## config.mk

```make
export PLATFORM = sky130hd
export DESIGN_NAME = hazard_controller_flat
export DESIGN_NICKNAME = d
export VERILOG_FILES = /design/src/rtl/hazard_controller_if.sv /design/src/rtl/hazard_controller.sv /design/src/flat_wrapper.sv
export SDC_FILE = /design/constraint.sdc
export NUM_CORES = 1
export LEC_CHECK = 0
export CORE_MARGIN = 2
export CORE_UTILIZATION = 42
export DETAILED_ROUTE_END_ITERATION = 6
export GPL_ROUTABILITY_DRIVEN = 1
export GPL_TIMING_DRIVEN = 0
export PLACE_DENSITY = 0.85
export SYNTH_ARGS = -nofsm -noshare
export SYNTH_HDL_FRONTEND = slang
export SYNTH_SLANG_ARGS = --single-unit
export TNS_END_PERCENT = 50
```

## constraint.sdc

```tcl
create_clock -name clk -period 2.5 [get_ports clk]
set_clock_uncertainty 0.2 [all_clocks]
set_input_delay 0.25 -clock clk [delete_from_list [all_inputs] [get_ports clk]]
set_output_delay 0.25 -clock clk [all_outputs]
set_load 0.01 [all_outputs]
```

## src/rtl/hazard_controller_if.sv

```systemverilog
// Hazard-control bundle between the pipeline datapath and hazard_controller.
// The pipeline side uses the master modport and the controller uses the slave modport.
// When HAZARD_CTRL_PERF_EN is defined, the bundle also carries three performance counters.
interface hazard_controller_if #(
  parameter int ADDR_W = 32,
  parameter int REG_W  = 5
);
  logic              i_ic_miss;
  logic              i_dc_miss;
  logic              i_dec_valid;
  logic              i_dec_uses_rs;
  logic              i_dec_uses_rt;
  logic [REG_W-1:0]  i_dec_rs_addr;
  logic [REG_W-1:0]  i_dec_rt_addr;
  logic              i_ex_valid;
  logic              i_ex_is_load;
  logic [REG_W-1:0]  i_ex_rw_addr;
  logic              i_ex_mispredict;
  logic [ADDR_W-1:0] i_ex_recovery_target;

  logic              o_pc_stall;
  logic              o_i2d_stall;
  logic              o_i2d_flush;
  logic              o_d2e_stall;
  logic              o_d2e_flush;
  logic              o_e2m_stall;
  logic              o_e2m_flush;
  logic              o_m2w_stall;
  logic              o_m2w_flush;
  logic              o_redirect;
  logic [ADDR_W-1:0] o_redirect_pc;
`ifdef HAZARD_CTRL_PERF_EN
  logic [31:0]       o_stall_cycles;
  logic [31:0]       o_lu_count;
  logic [31:0]       o_redirect_count;
`endif

  modport master (
`ifdef HAZARD_CTRL_PERF_EN
    input  o_stall_cycles, o_lu_count, o_redirect_count,
`endif
    output i_ic_miss, i_dc_miss, i_dec_valid, i_dec_uses_rs, i_dec_uses_rt,
           i_dec_rs_addr, i_dec_rt_addr, i_ex_valid, i_ex_is_load, i_ex_rw_addr,
           i_ex_mispredict, i_ex_recovery_target,
    input  o_pc_stall, o_i2d_stall, o_i2d_flush, o_d2e_stall, o_d2e_flush,
           o_e2m_stall, o_e2m_flush, o_m2w_stall, o_m2w_flush, o_redirect, o_redirect_pc
  );

  modport slave (
`ifdef HAZARD_CTRL_PERF_EN
    output o_stall_cycles, o_lu_count, o_redirect_count,
`endif
    input  i_ic_miss, i_dc_miss, i_dec_valid, i_dec_uses_rs, i_dec_uses_rt,
           i_dec_rs_addr, i_dec_rt_addr, i_ex_valid, i_ex_is_load, i_ex_rw_addr,
           i_ex_mispredict, i_ex_recovery_target,
    output o_pc_stall, o_i2d_stall, o_i2d_flush, o_d2e_stall, o_d2e_flush,
           o_e2m_stall, o_e2m_flush, o_m2w_stall, o_m2w_flush, o_redirect, o_redirect_pc
  );
endinterface

```

## src/rtl/hazard_controller.sv

```systemverilog
// Central hazard controller: per-stage stall/flush and fetch redirection.
// Hazards are resolved by fixed priority, from highest to lowest:
// d-cache miss, pending redirect, mispredict, load-use, i-cache miss.
// A mispredict that fetch cannot accept is held in PEND until fetch is free.
// Optional feature macro: HAZARD_CTRL_PERF_EN adds saturating performance counters.
//
// state | meaning
// RUN   | normal operation, no redirect outstanding
// PEND  | mispredict target latched in tgt_q, waiting for fetch to accept it
module hazard_controller #(
  parameter int ADDR_W = 32,
  parameter int REG_W  = 5
) (
  input  logic           clk,
  input  logic           rst,
  hazard_controller_if.slave hz
);

  typedef enum logic {RUN, PEND} state_t;

  state_t            state_q, state_d;
  logic [ADDR_W-1:0] tgt_q, tgt_d;
  logic              mp, lu, lu_case;

  logic              pc_stall, i2d_stall, i2d_flush, d2e_stall, d2e_flush;
  logic              e2m_stall, e2m_flush, m2w_stall, m2w_flush, redirect;
  logic [ADDR_W-1:0] redirect_pc;

  assign mp = hz.i_ex_valid & hz.i_ex_mispredict;
  assign lu = hz.i_dec_valid & hz.i_ex_valid & hz.i_ex_is_load & (hz.i_ex_rw_addr != '0) &
              ((hz.i_dec_uses_rs & (hz.i_dec_rs_addr == hz.i_ex_rw_addr)) |
               (hz.i_dec_uses_rt & (hz.i_dec_rt_addr == hz.i_ex_rw_addr)));

  // State register and latched recovery target.
  always_ff @(posedge clk or posedge rst) begin
    if (rst) begin
      state_q <= RUN;
      tgt_q   <= '0;
    end else begin
      state_q <= state_d;
      tgt_q   <= tgt_d;
    end
  end

  // Priority resolution of hazards into stall/flush/redirect and the next state.
  always_comb begin
    pc_stall    = 1'b0;
    i2d_stall   = 1'b0;
    i2d_flush   = 1'b0;
    d2e_stall   = 1'b0;
    d2e_flush   = 1'b0;
    e2m_stall   = 1'b0;
    e2m_flush   = 1'b0;
    m2w_stall   = 1'b0;
    m2w_flush   = 1'b0;
    redirect    = 1'b0;
    redirect_pc = tgt_q;
    state_d     = state_q;
    tgt_d       = tgt_q;
    lu_case     = 1'b0;
    if (rst) begin
      redirect_pc = '0;
    end else if (hz.i_dc_miss) begin
      // Freeze everything up to M; the held EX branch is re-evaluated once the miss clears.
      pc_stall  = 1'b1;
      i2d_stall = 1'b1;
      d2e_stall = 1'b1;
      e2m_stall = 1'b1;
      m2w_flush = 1'b1;
    end else if (state_q == PEND) begin
      // Anything in EX now is on the wrong path, so its mispredict is ignored.
      i2d_flush = 1'b1;
      pc_stall  = hz.i_ic_miss;
      if (!hz.i_ic_miss) begin
        redirect = 1'b1;
        state_d  = RUN;
      end
    end else if (mp) begin
      i2d_flush = 1'b1;
      d2e_flush = 1'b1;
      if (!hz.i_ic_miss) begin
        redirect    = 1'b1;
        redirect_pc = hz.i_ex_recovery_target;
      end else begin
        pc_stall = 1'b1;
        tgt_d    = hz.i_ex_recovery_target;
        state_d  = PEND;
      end
    end else if (lu) begin
      lu_case   = 1'b1;
      pc_stall  = 1'b1;
      i2d_stall = 1'b1;
      d2e_flush = 1'b1;
    end else if (hz.i_ic_miss) begin
      pc_stall  = 1'b1;
      i2d_flush = 1'b1;
    end
  end

  assign hz.o_pc_stall    = pc_stall;
  assign hz.o_i2d_stall   = i2d_stall;
  assign hz.o_i2d_flush   = i2d_flush;
  assign hz.o_d2e_stall   = d2e_stall;
  assign hz.o_d2e_flush   = d2e_flush;
  assign hz.o_e2m_stall   = e2m_stall;
  assign hz.o_e2m_flush   = e2m_flush;
  assign hz.o_m2w_stall   = m2w_stall;
  assign hz.o_m2w_flush   = m2w_flush;
  assign hz.o_redirect    = redirect;
  assign hz.o_redirect_pc = redirect_pc;

`ifdef HAZARD_CTRL_PERF_EN
  logic [31:0] stall_cnt, lu_cnt, redir_cnt;

  // Saturating event counters for stall cycles, load-use stalls and redirects.
  always_ff @(posedge clk or posedge rst) begin
    if (rst) begin
      stall_cnt <= '0;
      lu_cnt    <= '0;
      redir_cnt <= '0;
    end else begin
      if (pc_stall && (stall_cnt != 32'hFFFF_FFFF)) stall_cnt <= stall_cnt + 32'd1;
      if (lu_case && (lu_cnt != 32'hFFFF_FFFF))     lu_cnt    <= lu_cnt + 32'd1;
      if (redirect && (redir_cnt != 32'hFFFF_FFFF)) redir_cnt <= redir_cnt + 32'd1;
    end
  end

  assign hz.o_stall_cycles   = stall_cnt;
  assign hz.o_lu_count       = lu_cnt;
  assign hz.o_redirect_count = redir_cnt;
`endif

endmodule

```

## src/flat_wrapper.sv

```systemverilog
// flat-port wrapper written by rule: the top's interface ports become plain ports
module hazard_controller_flat 
#(
  parameter int ADDR_W = 32,
  parameter int REG_W  = 5
)
  (clk, rst, hz_i_ic_miss, hz_i_dc_miss, hz_i_dec_valid, hz_i_dec_uses_rs, hz_i_dec_uses_rt, hz_i_dec_rs_addr, hz_i_dec_rt_addr, hz_i_ex_valid, hz_i_ex_is_load, hz_i_ex_rw_addr, hz_i_ex_mispredict, hz_i_ex_recovery_target, hz_o_pc_stall, hz_o_i2d_stall, hz_o_i2d_flush, hz_o_d2e_stall, hz_o_d2e_flush, hz_o_e2m_stall, hz_o_e2m_flush, hz_o_m2w_stall, hz_o_m2w_flush, hz_o_redirect, hz_o_redirect_pc);
  hazard_controller_if #(.ADDR_W(ADDR_W), .REG_W(REG_W)) hz_i ();
  input  logic clk;
  input  logic rst;
  input wire logic [$bits(hz_i.i_ic_miss)-1:0] hz_i_ic_miss;
  input wire logic [$bits(hz_i.i_dc_miss)-1:0] hz_i_dc_miss;
  input wire logic [$bits(hz_i.i_dec_valid)-1:0] hz_i_dec_valid;
  input wire logic [$bits(hz_i.i_dec_uses_rs)-1:0] hz_i_dec_uses_rs;
  input wire logic [$bits(hz_i.i_dec_uses_rt)-1:0] hz_i_dec_uses_rt;
  input wire logic [$bits(hz_i.i_dec_rs_addr)-1:0] hz_i_dec_rs_addr;
  input wire logic [$bits(hz_i.i_dec_rt_addr)-1:0] hz_i_dec_rt_addr;
  input wire logic [$bits(hz_i.i_ex_valid)-1:0] hz_i_ex_valid;
  input wire logic [$bits(hz_i.i_ex_is_load)-1:0] hz_i_ex_is_load;
  input wire logic [$bits(hz_i.i_ex_rw_addr)-1:0] hz_i_ex_rw_addr;
  input wire logic [$bits(hz_i.i_ex_mispredict)-1:0] hz_i_ex_mispredict;
  input wire logic [$bits(hz_i.i_ex_recovery_target)-1:0] hz_i_ex_recovery_target;
  output wire logic [$bits(hz_i.o_pc_stall)-1:0] hz_o_pc_stall;
  output wire logic [$bits(hz_i.o_i2d_stall)-1:0] hz_o_i2d_stall;
  output wire logic [$bits(hz_i.o_i2d_flush)-1:0] hz_o_i2d_flush;
  output wire logic [$bits(hz_i.o_d2e_stall)-1:0] hz_o_d2e_stall;
  output wire logic [$bits(hz_i.o_d2e_flush)-1:0] hz_o_d2e_flush;
  output wire logic [$bits(hz_i.o_e2m_stall)-1:0] hz_o_e2m_stall;
  output wire logic [$bits(hz_i.o_e2m_flush)-1:0] hz_o_e2m_flush;
  output wire logic [$bits(hz_i.o_m2w_stall)-1:0] hz_o_m2w_stall;
  output wire logic [$bits(hz_i.o_m2w_flush)-1:0] hz_o_m2w_flush;
  output wire logic [$bits(hz_i.o_redirect)-1:0] hz_o_redirect;
  output wire logic [$bits(hz_i.o_redirect_pc)-1:0] hz_o_redirect_pc;
  assign hz_i.i_ic_miss = hz_i_ic_miss;
  assign hz_i.i_dc_miss = hz_i_dc_miss;
  assign hz_i.i_dec_valid = hz_i_dec_valid;
  assign hz_i.i_dec_uses_rs = hz_i_dec_uses_rs;
  assign hz_i.i_dec_uses_rt = hz_i_dec_uses_rt;
  assign hz_i.i_dec_rs_addr = hz_i_dec_rs_addr;
  assign hz_i.i_dec_rt_addr = hz_i_dec_rt_addr;
  assign hz_i.i_ex_valid = hz_i_ex_valid;
  assign hz_i.i_ex_is_load = hz_i_ex_is_load;
  assign hz_i.i_ex_rw_addr = hz_i_ex_rw_addr;
  assign hz_i.i_ex_mispredict = hz_i_ex_mispredict;
  assign hz_i.i_ex_recovery_target = hz_i_ex_recovery_target;
  assign hz_o_pc_stall = hz_i.o_pc_stall;
  assign hz_o_i2d_stall = hz_i.o_i2d_stall;
  assign hz_o_i2d_flush = hz_i.o_i2d_flush;
  assign hz_o_d2e_stall = hz_i.o_d2e_stall;
  assign hz_o_d2e_flush = hz_i.o_d2e_flush;
  assign hz_o_e2m_stall = hz_i.o_e2m_stall;
  assign hz_o_e2m_flush = hz_i.o_e2m_flush;
  assign hz_o_m2w_stall = hz_i.o_m2w_stall;
  assign hz_o_m2w_flush = hz_i.o_m2w_flush;
  assign hz_o_redirect = hz_i.o_redirect;
  assign hz_o_redirect_pc = hz_i.o_redirect_pc;
  hazard_controller #(.ADDR_W(ADDR_W), .REG_W(REG_W)) u_core (.clk(clk), .rst(rst), .hz(hz_i));
endmodule
```

==> results by group, run 1 <==
Status
  • Outcome: finished, final reports clean

Final layout
  • Layout area overhead: 54.7%
  • Share of layout cells above drive strength 1: 0.260
  • Util after Layout: 0.671
  • Fillers: ~410
  • Diode count: 0
  • Fin nets: between 300 and 400

Yosys
  • Largest cells by area after synthesis: dfrtp_1 (38%), mux2_4 (20%), nand2_1 (9.2%)
  • Warnings, synthesis: 0
  • Share of the synthesized area in the top cell type: 0.375
  • Asr flop ratio synth: 1.00
  • EDFF count, synth: 0
  • Most frequent cell after synthesis: nand2_1
  • Top post-synthesis cells by count: nand2_1 (54), dfrtp_1 (33), mux2_4 (29)
  • FF+latch count, synth: 33
  • Ys flop type: dfrtp_1
  • Leading area contributor after synthesis: dfrtp_1
  • Mapped Avg Cell Area: just over 10 um2
  • Netlist cell types: 34
  • Syn Inst Count: between 200 and 250
  • Synth Cell Area: between 2000 and 2500 um2
  • Sequential area share after synthesis: 0.375

STA
  • Unrepaired setup endpoints after global routing: true
  • Hold Slack: a little over 300 ps
  • Tcrit/Tclk final: 0.973
  • Peak Freq: a little over 400 MHz
  • Setup TNS: 0 ps
  • Final Hold Viols: 0
  • Final setup fails: 0
  • Max-slew violations: 0
  • Final min period: roughly 2400 ps

Power and ir drop
  • Reg power frac: 0.387
  • Sw frac: 0.273
  • Switching pwr: about 530 uW
  • Comb pwr share: 0.348
  • Peak VDD IR: ~0.00034 V
  • Leakage power: ~1.5 nW
  • Clock Power Share: 0.264
  • PwrDens: 572 nW/um2
  • Int Power: 1.42 mW

Global routing
  • Pin count of the biggest net entering global routing: 34
  • Number of global-route vias before repair: about 2,000
  • GR Util met1: 0.240
  • Met3 Track Usage GR: 0.0711
  • GRT Resource Usage Total: 0.196
  • Initial antenna violation count: 0
  • Met2 Track Usage GR: 0.327
  • GRT busiest layer: met2
  • First-pass GRT wire length: just over 9 mm
  • Total grt overflow: 0

Worst setup path
  • CP max FO: 4
  • Worst stage delay on the critical path: between 400 and 500 ps
  • CP cell instances: clkdlybuf4s50_1, xor2_1, nor4_1, a32oi_1, o31a_1, dlygate4sd2_1
  • Critical Path Sink Type: output port
  • Slowest stage cell, crit path: clkdlybuf4s50_1
  • Crit path DAT: just under 2000 ps
  • Crit Path Category: primary input to output port
  • CP Launch Type: primary input
  • Worst EP required: roughly 2100 ps

Drt
  • Vias per std cell: 4.89
  • DR iter-0 viols: between 60 and 70
  • Via count: between 1,500 and 2,000
  • Drt wl/cell: 13.7 um
  • Post-Route WL: approximately 5.4 mm
  • Antenna-violating nets left: 0
  • DRT Pass-1 Iters: 4
  • Drt drc: 0

Die
  • Chip height: approximately 76 um
  • Die X: 76.4 um
  • # IOs: roughly 100
  • DIE AREA: 5830 um2
  • Initial Utilization: 0.433
  • Row cnt: 26
  • Core Area: 5070 um2

Flow run
  • Max-cap check violation count: 0

CTS
  • # H-tree levels: 2
  • CTS sink count: 33
  • Clk root buf: clkbuf_8
  • Reg clk slew, reported paths: 70 ps
  • CTS tree: yes
  • Clock latency on the worst-skew pair: roughly 280 ps
  • Longest Clk Path Bufs: 2
  • CTS Buf Count: 5
  • Number of hold buffers added after cts: 0

Place
  • HPWL after DPL: just over 4 mm
  • Number of buffers inserted by port buffering: 96
  • RePlAce Congestion: around 0.73

Min path
  • Worst Hold Class: register to register
-- power groups by stage --
stage	sequential (mW)	clock (mW)	combinational, mW
6_report	0.754	0.514	0.678
4_1_cts	0.755	0.523	0.671
3_3_place_gp	0.752	0	0.710
5_1_grt	0.769	0.557	0.739
3_5_place_dp	0.760	0	0.720
2_1_floorplan	0.740	0	0.413
-- layer usage --
metal / wire, um / part of all wire / up-vias
met5: 0 / 0 / -
met4: 53 / 0.0098 / 0
met3: 476 / 0.088 / 4
met2: 2580 / 0.48 / 77
met1: 2310 / 0.43 / 903
li1: - / - / 957
-- critical path, delay by kind of cell --
family	cells	cell delay (ps)
and+or+nand+nor	1	320
AOI/OAI and AO/OA	2	480
buffers and inverters	2	750
xor gates and xnor gates	1	180
-- final timing paths --
check                                      startpoint                            to  slack (ps)  cells past startpoint
hold reg to reg            u_core.state_q$_DFFE_PP0P_    u_core.state_q$_DFFE_PP0P_         300                      1
setup / recovery                   hz_i_ex_rw_addr[0]                hz_o_i2d_flush          70                      6
setup reg to reg           u_core.state_q$_DFFE_PP0P_  u_core.tgt_q[17]$_DFFE_PP0P_         530                      6
min in group asynchronous                         rst  u_core.tgt_q[24]$_DFFE_PP0P_         620                      4
max in group asynchronous                         rst    u_core.state_q$_DFFE_PP0P_        1070                      5
hold / removal             u_core.state_q$_DFFE_PP0P_    u_core.state_q$_DFFE_PP0P_         300                      1
-- area by class of cell --
| type | count | area, um2 | share of cell area |
|---|---|---|---|
| plain buffers | 19 | 171 | 0.0504 |
| clock buffers | 7 | 86.3 | 0.0254 |
| clock inverters | 1 | 30.0 | 0.00882 |
| inverters | 1 | 3.75 | 0.00110 |
| multi-input cells | 166 | 1230 | 0.361 |
| flip-flops and latches | 33 | 827 | 0.243 |
| well taps | 70 | 87.6 | 0.0257 |
| repair buffers | 100 | 967 | 0.284 |
-- cells by family (layout without fill, tap and decap cells) --
group | after synthesis | in the layout | share of synthesized area
AND/OR/NAND/NOR | 82 | 82 | 0.177
AO/OA/AOI/OAI | 40 | 40 | 0.120
flip-flops | 33 | 33 | 0.375
multiplexers | 32 | 32 | 0.213
buffers and inverters | 20 | 128 | 0.0728
XOR/XNOR | 10 | 10 | 0.0398
other | 1 | 2 | 0.00170
-- what timing repair did --
action,in CTS,in global routing
setup buffers,2,1
gates resized for setup,46,18
pin swaps,4,0
endpoints found under the setup margin,36,34
gates cloned,0,0
-- layout by cell type (no fill, tap or decap), types with 5 or more instances in the layout --
master / n
a21oi_1: 22
a21oi_2: 10
buf_4: 10
buf_6: 5
clkbuf_8: 6
clkdlybuf4s15_1: 11
clkdlybuf4s50_1: 56
dfrtp_1: 32
dlygate4sd2_1: 27
mux2_4: 29
nand2_1: 54
nand2_2: 11
xor2_1: 8
-- sequential cells by signal (all words and copies together) (netlist names) --
| name | cells |
|---|---|
| u_core.state_q | 1 |
| u_core.tgt_q | 32 |
-- per-stage QoR --
stage                     power, mW  setup WS, ps  area [um2]  std cells
after global placement         1.46          -409        3250        385
final                          1.95          67.1        3400        397
after global routing           2.06         -61.4        3400        397
after floorplan                1.15           695        2200        219
after CTS                      1.95          -162        3360        395
after detailed placement       1.48          -425        3250        385
Note: power is estimated with default switching activity, not from simulation.
==> run 2: changes to the inputs <==
--- a/config.mk
+++ b/config.mk
@@ -11,6 +11,7 @@
 export GPL_ROUTABILITY_DRIVEN = 1
 export GPL_TIMING_DRIVEN = 0
 export PLACE_DENSITY = 0.85
+export REMOVE_ABC_BUFFERS = 1
 export SYNTH_ARGS = -nofsm -noshare
 export SYNTH_HDL_FRONTEND = slang
 export SYNTH_SLANG_ARGS = --single-unit
==> results by group, run 2 (synthesis gave the netlist of run 1 again) <==
Final layout
  • Multi-input gate area: 1300 um2 (+6.0%)
  • Max FFs per register: 32 (unchanged)
  • Biggest register: u_core.tgt_q
  • Commonest non-fill, non-tap cell in the layout: nand2_1
  • Register area: 827 um2 (unchanged)
  • Final Cell Area: 3330 um2 (-2.1%)
  • Fin nets: 382 (-0.26%)
  • Fillers: 458 (+11%)
  • Share of layout cells above drive strength 1: 0.337 (+0.0775)
  • Most frequent cells in the layout: nand2_1 (54), clkdlybuf4s50_1 (52), dfrtp_1 (32), mux2_4 (29), a21oi_1 (22)
  • Diode count: 0 (unchanged)
  • Layout area overhead: 51.4%
  • Biggest regs: u_core.tgt_q (32), u_core.state_q (1)

STA
  • Unrepaired setup endpoints after global routing: false
  • Max-slew violations: 0 (unchanged)
  • Final setup fails: 0 (unchanged)
  • Peak Freq: 412 MHz (+0.26%)
  • Final Hold Viols: 0 (unchanged)
  • Slew HR: 0.434
  • Actual slew at the worst max-slew pin: about 850 ps
  • Setup ws final: 73.3 ps (+6.23 ps)
  • Final min period: 2430 ps (-6.23 ps)
  • Tcrit/Tclk final: 0.971 (-0.00249)

Worst setup path
  • CP Launch Type: register
  • Crit path DAT: 1980 ps (about the same)
  • Critical Path Sink Type: output port
  • Crit Path Category: register to output port
  • CP max FO: 5 (+1)
  • Worst EP required: 2050 ps (about the same)

Drt
  • Via count: 1,969 (+1.4%)
  • DR iter-0 viols: 82 (+26%)
  • Drt drc: 0 (unchanged)
  • Drt wl/cell: 15.5 um (+14%)
  • Post-Route WL: 6.15 mm (+13%)
  • Antenna-violating nets left: 0 (unchanged)
  • DRT Pass-1 Iters: 4 (unchanged)
  • Vias per std cell: 4.97 (+1.7%)

CTS
  • Reg clk slew, reported paths: 80 ps (about the same)
  • CTS tree: yes
  • CTS Buf Count: 5 (unchanged)
  • Clock latency on the worst-skew pair: 270 ps (about the same)
  • CTS sink count: 33 (unchanged)
  • # H-tree levels: 2 (unchanged)
  • Clk root buf: clkbuf_8
  • Longest Clk Path Bufs: 2 (unchanged)

Power and ir drop
  • Clock Power Share: 0.216 (-0.048)
  • Int Power: 1.27 mW (-10%)
  • Peak VDD IR: 0.000349 V (+1.9%)
  • Switching pwr: 557 uW (+4.9%)
  • Leakage power: 1.51 nW (-1.4%)
  • Reg power frac: 0.413 (+0.026)
  • PwrDens: 548 nW/um2 (-4.1%)
  • Sw frac: 0.305 (+0.0322)
  • Comb pwr share: 0.371 (+0.023)

Place
  • Number of buffers inserted by port buffering: 96 (unchanged)
  • Dpl ws: -881 ps (-455 ps)
  • Post-DP Area: 3110 um2 (-4.2%)
  • RePlAce Congestion: 0.721 (-0.66%)
  • HPWL after DPL: 3.69 mm (-8.2%)

Die
  • DIE AREA: 5830 um2 (unchanged)
  • Row cnt: 26 (unchanged)
  • Chip height: 76.4 um (unchanged)
  • # IOs: 99 (unchanged)
  • Initial Utilization: 0.433 (unchanged)
  • Core Area: 5070 um2 (unchanged)
  • Die X: 76.4 um (unchanged)

Flow run
  • Max-cap check violation count: 0 (unchanged)

Status
  • Outcome: finished, final reports clean

Global routing
  • Total grt overflow: 0 (unchanged)
  • GRT Resource Usage Total: 0.211 (+0.0157)
  • Number of global-route vias before repair: 2,052 (+2.7%)
  • Pin count of the biggest net entering global routing: 41 (+21%)
  • Initial antenna violation count: 0 (unchanged)
  • First-pass GRT wire length: 9.92 mm (+6.7%)

Min path
  • Worst Hold Class: primary input to async pin
## run 2: layout make-up
class / count / share of cell area
Clock buffer: 5 / 0.0207
Tap cell: 70 / 0.0263
Sequential cell: 33 / 0.248
Multi-Input combinational cell: 169 / 0.391
Timing Repair Buffer: 115 / 0.307
Inverter: 1 / 0.00113
Clock inverter: 3 / 0.00526
## run 2: final timing paths
check	start	endpoint	slack (ps)	depth (start not counted)
min in group clk	u_core.tgt_q[16]$_DFFE_PP0P_	u_core.tgt_q[16]$_DFFE_PP0P_	310	1
max in group asynchronous	rst	u_core.tgt_q[18]$_DFFE_PP0P_	1530	3
min	rst	u_core.tgt_q[20]$_DFFE_PP0P_	130	2
min reg2reg	u_core.tgt_q[16]$_DFFE_PP0P_	u_core.tgt_q[16]$_DFFE_PP0P_	310	1
max reg2reg	u_core.state_q$_DFFE_PP0P_	u_core.tgt_q[27]$_DFFE_PP0P_	310	4
max	u_core.state_q$_DFFE_PP0P_	hz_o_redirect_pc[12]	70	6
## run 2: what timing repair did
item / CTS / global route
pin swaps: 7 / 5
resized for setup: 70 / 30
endpoints found under the hold margin: 0 / 0
gates cloned: 4 / 0
buffers inserted: 14 / 2
hold buffers: 0 / 0
endpoints found under the setup margin: 36 / 26
## run 2: power groups by stage
stage / logic, mW / clock network [mW] / registers [mW]
after floorplan: 0.392 / 0 / 0.740
after global placement: 0.692 / 0 / 0.754
after detailed placement: 0.705 / 0 / 0.757
after CTS: 0.692 / 0.404 / 0.752
after global routing: 0.735 / 0.430 / 0.770
final: 0.677 / 0.394 / 0.754
## run 2: through the flow
step	TNS [ps]	total power [mW]	hold slack (ps)	utilization	cells
global route	0	1.93	188	0.656	396
floorplan	-5510	1.13	179	-	200
CTS	-188	1.85	314	0.660	393
detailed placement	-27040	1.46	292	0.614	367
global placement	-123430	1.45	288	0.610	366
finish	0	1.83	135	0.656	396
## run 2: per-layer routing
layer  vias up  GRT usage  part of all wire
met5         -          0                 0
met4         0     0.0418            0.0057
met3         4     0.0438             0.047
met2        60      0.365              0.50
met1       950      0.275              0.45
li1        955          -                 -
## run 2: critical path, cell delays in order (launching register included)
cell,delay (ps)
dfrtp_2,440
buf_4,160
or4_4,550
buf_4,170
nand2_1,60
a21oi_1,60
clkdlybuf4s15_1,270
